### src/rtl/axi_pkg.sv
`default_nettype none
// ============================================================================
// Module      : axi_pkg
// Description : Shared AXI constants, burst-reader state encoding and the
//               4 KB-aware burst length helper.
// Revision    : 1.0 - initial release
// ============================================================================
package axi_pkg;

    localparam logic [1:0] BURST_INCR = 2'b01;
    localparam logic [1:0] RESP_OKAY  = 2'b00;

    typedef enum logic [1:0] {
        IDLE  = 2'd0,
        ISSUE = 2'd1,
        DRAIN = 2'd2,
        DONE  = 2'd3
    } state_t;

    // Number of beats for the next burst: limited by the beats still owed,
    // the burst cap, and the beats left before the next 4 KB page boundary.
    // addr_lo is the page offset in bytes, size_log2 is log2(bytes per beat).
    function automatic logic [8:0] burst_beats(
        input logic [31:0] remaining,
        input logic [11:0] addr_lo,
        input logic [2:0]  size_log2,
        input logic [8:0]  max_burst
    );
        logic [12:0] to_boundary;
        logic [31:0] beats;
        to_boundary = (13'd4096 - {1'b0, addr_lo}) >> size_log2;
        beats = remaining;
        if (beats > {23'd0, max_burst}) begin
            beats = {23'd0, max_burst};
        end
        if (beats > {19'd0, to_boundary}) begin
            beats = {19'd0, to_boundary};
        end
        return beats[8:0];
    endfunction

endpackage
`default_nettype wire

### src/rtl/axi_burst_reader.sv
`default_nettype none
// ============================================================================
// Module      : axi_burst_reader
// Description : Turns one read descriptor (address, beat count, id) into a
//               sequence of AXI4 INCR read bursts that never cross a 4 KB
//               boundary, limits outstanding bursts, and forwards returned
//               read data as an AXI-Stream with tlast on the final beat.
// Ports       : clk/rst          - clock, synchronous active-high reset
//               s_desc_*         - descriptor handshake (accepted in IDLE)
//               m_axi_ar*        - AXI read address channel
//               m_axi_r*         - AXI read data channel
//               m_axis_*         - output stream
//               status_*         - completion pulse, error flag, busy
// Revision    : 1.0 - initial release
// ============================================================================
module axi_burst_reader
    import axi_pkg::*;
#(
    parameter int DATA_WIDTH      = 64,
    parameter int ADDR_WIDTH      = 32,
    parameter int ID_WIDTH        = 8,
    parameter int LEN_WIDTH       = 16,
    parameter int MAX_BURST_LEN   = 16,
    parameter int MAX_OUTSTANDING = 4
) (
    input  logic                  clk,
    input  logic                  rst,

    input  logic [ADDR_WIDTH-1:0] s_desc_addr,
    input  logic [LEN_WIDTH-1:0]  s_desc_len,
    input  logic [ID_WIDTH-1:0]   s_desc_id,
    input  logic                  s_desc_valid,
    output logic                  s_desc_ready,

    output logic [ID_WIDTH-1:0]   m_axi_arid,
    output logic [ADDR_WIDTH-1:0] m_axi_araddr,
    output logic [7:0]            m_axi_arlen,
    output logic [2:0]            m_axi_arsize,
    output logic [1:0]            m_axi_arburst,
    output logic                  m_axi_arlock,
    output logic [3:0]            m_axi_arcache,
    output logic [2:0]            m_axi_arprot,
    output logic [3:0]            m_axi_arqos,
    output logic [3:0]            m_axi_arregion,
    output logic [0:0]            m_axi_aruser,
    output logic                  m_axi_arvalid,
    input  logic                  m_axi_arready,

    input  logic [ID_WIDTH-1:0]   m_axi_rid,
    input  logic [DATA_WIDTH-1:0] m_axi_rdata,
    input  logic [1:0]            m_axi_rresp,
    input  logic                  m_axi_rlast,
    input  logic                  m_axi_rvalid,
    output logic                  m_axi_rready,

    output logic [DATA_WIDTH-1:0] m_axis_tdata,
    output logic                  m_axis_tlast,
    output logic                  m_axis_tvalid,
    input  logic                  m_axis_tready,

    output logic                  status_valid,
    output logic                  status_error,
    output logic                  status_busy
);

    localparam int          BYTES = DATA_WIDTH / 8;
    localparam logic [2:0]  SIZE  = 3'($clog2(BYTES));
    localparam int          OUT_W = $clog2(MAX_OUTSTANDING + 1);
    localparam int          REM_W = LEN_WIDTH + 1;

    state_t                state_q, state_d;
    logic [ADDR_WIDTH-1:0] addr_q,  addr_d;
    logic [REM_W-1:0]      rem_q,   rem_d;
    logic [LEN_WIDTH-1:0]  len_q,   len_d;
    logic [ID_WIDTH-1:0]   id_q,    id_d;
    logic [OUT_W-1:0]      outst_q, outst_d;
    logic [LEN_WIDTH-1:0]  beat_q,  beat_d;
    logic                  err_q,   err_d;

    logic [8:0] w_beats;
    logic       w_ar_hs;
    logic       w_r_win;
    logic       w_r_hs;
    logic       w_rlast_hs;

    assign w_beats = burst_beats(32'(rem_q), addr_q[11:0], SIZE, 9'(MAX_BURST_LEN));

    // AR fields derive only from addr_q/rem_q, which move only on the
    // handshake, so they are stable while arvalid waits for arready.
    // Outstanding can only fall while waiting, so arvalid never retracts.
    assign m_axi_arvalid  = (state_q == ISSUE) && (outst_q < OUT_W'(MAX_OUTSTANDING));
    assign m_axi_arid     = id_q;
    assign m_axi_araddr   = addr_q;
    assign m_axi_arlen    = 8'(w_beats - 9'd1);
    assign m_axi_arsize   = SIZE;
    assign m_axi_arburst  = BURST_INCR;
    assign m_axi_arlock   = 1'b0;
    assign m_axi_arcache  = 4'b0011;
    assign m_axi_arprot   = 3'b010;
    assign m_axi_arqos    = 4'd0;
    assign m_axi_arregion = 4'd0;
    assign m_axi_aruser   = 1'b0;

    assign w_ar_hs = m_axi_arvalid & m_axi_arready;

    // Read data is only taken while a transfer is in flight.
    assign w_r_win       = (state_q == ISSUE) || (state_q == DRAIN);
    assign m_axi_rready  = m_axis_tready & w_r_win;
    assign m_axis_tvalid = m_axi_rvalid & w_r_win;
    assign m_axis_tdata  = m_axi_rdata;
    // Stream framing follows the descriptor, not the individual bursts.
    assign m_axis_tlast  = (beat_q == len_q);

    assign w_r_hs     = m_axi_rvalid & m_axi_rready;
    assign w_rlast_hs = w_r_hs & m_axi_rlast;

    assign s_desc_ready = (state_q == IDLE);
    assign status_valid = (state_q == DONE);
    assign status_error = err_q;
    assign status_busy  = (state_q != IDLE);

    always_comb begin
        state_d = state_q;
        addr_d  = addr_q;
        rem_d   = rem_q;
        len_d   = len_q;
        id_d    = id_q;
        outst_d = outst_q;
        beat_d  = beat_q;
        err_d   = err_q;

        case ({w_ar_hs, w_rlast_hs})
            2'b10:   outst_d = outst_q + OUT_W'(1);
            2'b01:   outst_d = outst_q - OUT_W'(1);
            default: outst_d = outst_q;
        endcase

        if (w_r_hs) begin
            beat_d = beat_q + LEN_WIDTH'(1);
            if ((m_axi_rresp != RESP_OKAY) || (m_axi_rid != id_q)) begin
                err_d = 1'b1;
            end
        end

        case (state_q)
            IDLE: begin
                if (s_desc_valid) begin
                    addr_d  = s_desc_addr;
                    rem_d   = {1'b0, s_desc_len} + REM_W'(1);
                    len_d   = s_desc_len;
                    id_d    = s_desc_id;
                    beat_d  = '0;
                    err_d   = 1'b0;
                    state_d = ISSUE;
                end
            end
            ISSUE: begin
                if (w_ar_hs) begin
                    addr_d = addr_q + (ADDR_WIDTH'(w_beats) << SIZE);
                    rem_d  = rem_q - REM_W'(w_beats);
                    if (rem_d == '0) begin
                        state_d = DRAIN;
                    end
                end
            end
            DRAIN: begin
                if (outst_d == '0) begin
                    state_d = DONE;
                end
            end
            DONE: begin
                state_d = IDLE;
            end
            default: begin
                state_d = IDLE;
            end
        endcase
    end

    always_ff @(posedge clk) begin
        if (rst) begin
            state_q <= IDLE;
            addr_q  <= '0;
            rem_q   <= '0;
            len_q   <= '0;
            id_q    <= '0;
            outst_q <= '0;
            beat_q  <= '0;
            err_q   <= 1'b0;
        end else begin
            state_q <= state_d;
            addr_q  <= addr_d;
            rem_q   <= rem_d;
            len_q   <= len_d;
            id_q    <= id_d;
            outst_q <= outst_d;
            beat_q  <= beat_d;
            err_q   <= err_d;
        end
    end

endmodule
`default_nettype wire

### config.mk
export PLATFORM = sky130hd
export DESIGN_NAME = axi_burst_reader
export DESIGN_NICKNAME = d
export VERILOG_FILES = /design/src/rtl/axi_pkg.sv /design/src/rtl/axi_burst_reader.sv
export SDC_FILE = /design/constraint.sdc
export NUM_CORES = 1
export LEC_CHECK = 0
export CAP_MARGIN = 20
export CORE_MARGIN = 5
export CORE_UTILIZATION = 30
export CTS_BUF_LIST = sky130_fd_sc_hd__clkbuf_2
export DETAILED_ROUTE_END_ITERATION = 8
export SYNTH_ARGS = -nofsm -noshare
export SYNTH_HDL_FRONTEND = slang
export SYNTH_SLANG_ARGS = --single-unit
### constraint.sdc
create_clock -name clk -period 6.4 [get_ports clk]
set_input_delay 0.64 -clock clk [delete_from_list [all_inputs] [get_ports clk]]
set_output_delay 0.64 -clock clk [all_outputs]
set_load 0.01 [all_outputs]
==> metrics <==
outcome=complete, no violations; Top Ports=~280; Slowest cell on crit path=clkdlybuf4s50_1; Logic pwr share=75.1%; die width=between 150 and 200 um; GP Congestion=approximately 0.85; measured slew at the worst slew-check pin=0.992 ns; largest family of logic cells by synthesized area=simple AND/OR/NAND/NOR gates; # nets final=1194; clock power share=5.4%; Pwr Total=5.07 mW; DRC viols=0; RSZ-0062 raised after global routing=no; Hold Slack=between 0.4 and 0.5 ns; fin crit period=between 5 and 6 ns; Via density=approximately 5.0; Antenna Nets Post-Route=0; # placed instances=between 1000 and 1500; commonest non-fill, non-tap cells in the layout=clkdlybuf4s50_1 (127), nand2_1 (119), dfxtp_1 (95), nor2_1 (83), a21oi_1 (76); Cell Area, Synth=around 7400 um^2; Seq pwr share=about 20%; WL per Instance=16.0 um; Synth Area in Adders=7.06%; EDFF count, synth=0; CP Capture Type=primary output; mux cell area share after synthesis=about 1.5%; endpoints failing setup=0; initial antenna violation count=2; TritonRoute pass-1 iters=5; H-tree Lvls=3; port bufs=roughly 130; sequential area share after synthesis=between 20% and 30%; core area=~24000 um^2; hold buffer count at cts=0; Slew Limit Fails=0; Hold Violations, Final=0; CP Launch Type=flop; routed vias=~6800; Pwr Density=approximately 590 nW/um^2; initial DRC count=430; Crit Path Class=flop to primary output; final setup margin=about 0.44 ns; clk slew on worst S/H paths=roughly 0.27 ns; LEAKAGE=between 3 and 4 nW; Detailed Place HPWL=16100 um; first-pass GRT wire length=approximately 34000 um; Max Root-Sink Buffers=2; Syn. warnings=0; layout cells sized above 1=4.40%; Area growth, synth to finish=15.7%; worst hold path type=flop to flop; post-synthesis register bit count=95; max incr delay on CP=0.55 ns; WL final=21600 um; # Max-Cap Violations=0; Synth Area per Inst=between 7 and 8 um^2; Row Count=between 50 and 60; largest net degree at the start of global routing=a little over 80; Slew Limit Headroom=about 34%; Cells after Synth=972; crit path buf inv count=3; vias in the first global route=roughly 6500; CTS buffer count=9; most common cell after layout, fill and taps aside=clkdlybuf4s50_1; Placement Cell Area=~8400 um^2; TNS Setup=0 ns; Post-Route Skew=~0.042 ns; post-synth cell types=68; Synth Area in Simple Gates=a little under a quarter; most used flip-flop cell after synthesis=dfxtp_1; CTS tree=done; Cell Count, Final, Fillers Out=approximately 1300; Layout Utilization=35.2%; CP Cell Sequence=nor4_2 -> nand2b_1 -> buf_4 -> or3_1 -> xnor2_1 -> ha_1 -> nand4_1 -> nor2_1 -> a211oi_1 -> o21ai_1 -> o31ai_4 -> buf_4 -> nand2_1 -> o21a_1 -> ha_1 -> o21ai_0 -> xnor2_1 -> nor2_1 -> a21oi_1 -> clkdlybuf4s50_1; Die ar.=27900 um^2; Die Ht=between 150 and 200 um; total congestion overflow=0; pre-CTS setup slack=0.444 ns; fin crit share=93.1%; xor-xnor portion of the synthesized cell area=a little under a tenth; CTS Sinks=95; CTS Root Buffer Type=clkbuf_2; NetSw=roughly 2.6 mW; compound-cell area share of the yosys netlist=between 20% and 30%; Clock Latency Late Sink=0.61 ns; worst endpoint required time=between 5 and 6 ns; Arr. time, crit path=approximately 5.3 ns; P_int=approximately 2.5 mW; worst vdd ir=0.305 mV; initial core utilization=a little under a third; Switching Fraction=about half; critical-path maximum fanout=19; Async S/R FF share, synth=0%; Fmax=about 0.17 GHz; design area=approximately 8600 um^2; gr usage total=14.9%; CP top delay family=simple AND/OR/NAND/NOR gates
synthesized netlist by cell type, types with 4 or more instances:
library cell | count | area (um^2)
nand2_1 | 119 | 447
dfxtp_1 | 95 | 1900
buf_4 | 86 | 646
nor2_1 | 83 | 312
a21oi_1 | 76 | 380
xnor2_1 | 51 | 447
ha_1 | 37 | 463
o21ai_0 | 34 | 170
clkbuf_1 | 32 | 120
inv_1 | 30 | 113
a211oi_1 | 27 | 203
nand3_1 | 27 | 135
xor2_1 | 26 | 228
nor3_1 | 21 | 105
and3_1 | 17 | 106
nand4_1 | 17 | 106
or3_1 | 12 | 75.1
mux2i_1 | 11 | 110
a21o_1 | 10 | 75.1
a31oi_1 | 10 | 62.6
and2_1 | 10 | 62.6
o21a_1 | 10 | 75.1
nand2b_1 | 9 | 56.3
nor4_1 | 9 | 56.3
nor2b_1 | 8 | 50.1
o211ai_1 | 7 | 52.6
and4_1 | 6 | 52.6
buf_1 | 6 | 22.5
o22ai_1 | 6 | 37.5
a211o_1 | 5 | 43.8
a311oi_1 | 4 | 35.0
o21bai_1 | 4 | 30.0
o32ai_1 | 4 | 35.0
worst register-to-register path, stage by stage (launching register included):
cell and delay (ns):
dfxtp_1 0.40, nor4_2 0.37, nand2b_1 0.21, buf_4 0.19, or3_1 0.36, xnor2_1 0.24, ha_1 0.30, nand4_1 0.18
nor2_1 0.06, a211oi_1 0.22, o21ai_1 0.13, o31ai_4 0.12, buf_4 0.30, nand2_1 0.10, o21ai_0 0.23, fa_1 0.33
a21o_1 0.13, a21oi_1 0.10, o21ai_0 0.42, a31oi_4 0.24, nor3_1 0.61, a31o_2 0.24, a31oi_1 0.06
power by group through the flow:
stage | registers [mW] | clock network [mW] | logic (mW)
6_report | 0.989 | 0.272 | 3.81
5_1_grt | 1.02 | 0.308 | 4.24
4_1_cts | 0.986 | 0.283 | 3.76
3_5_place_dp | 0.998 | 0 | 3.74
3_3_place_gp | 0.997 | 0 | 3.72
2_1_floorplan | 0.968 | 0 | 2.61
worst paths after layout:
check	cells past startpoint	to	slack, ns	start
hold reg to reg	2	len_q[5]	0.49	len_q[5]
setup reg to reg	22	m_axi_araddr[31]	0.76	m_axi_araddr[1]
setup / recovery	20	m_axi_arlen[4]	0.44	m_axi_araddr[1]
hold / removal	2	len_q[5]	0.49	len_q[5]
layout make-up:
class	count	area, um^2
Sequential cell	95	1900
Antenna cell	1	2.50
Clock inverter	6	35.0
Timing Repair Buffer	137	1340
Clock buffer	10	50.0
Inverter	30	113
Multi-Input combinational cell	744	4720
Fill cell	2510	15800
Tap cell	324	405
logic make-up (layout without fill, tap and decap cells):
family | after synthesis | in the layout
AND/OR/NAND/NOR | 360 | 360
AO/OA/AOI/OAI | 229 | 229
buffers and inverters | 158 | 183
flip-flops | 95 | 95
XOR/XNOR | 77 | 77
adder cells (fa/ha/maj) | 40 | 40
multiplexers | 11 | 11
other | 2 | 28
sequential cells by signal, indices dropped and copies added (netlist names):
register,cells
status_error,1
m_axi_araddr,32
len_q,16
state_q,2
rem_q,17
beat_q,16
outst_q,3
m_axi_arid,8
metal layers:
metal  up-vias  wire, um  track usage, %
li1       3411         -               -
met2       169     10100            24.2
met1      3166     10200            20.0
met4         0       308            4.20
met5         -         0               0
met3        26      1050            3.14
repair_timing:
action	in CTS	in global routing
endpoints found under the setup margin	0	10
gates resized for setup	0	5
buffers inserted	0	2
Note: power is estimated with default switching activity, not from simulation.
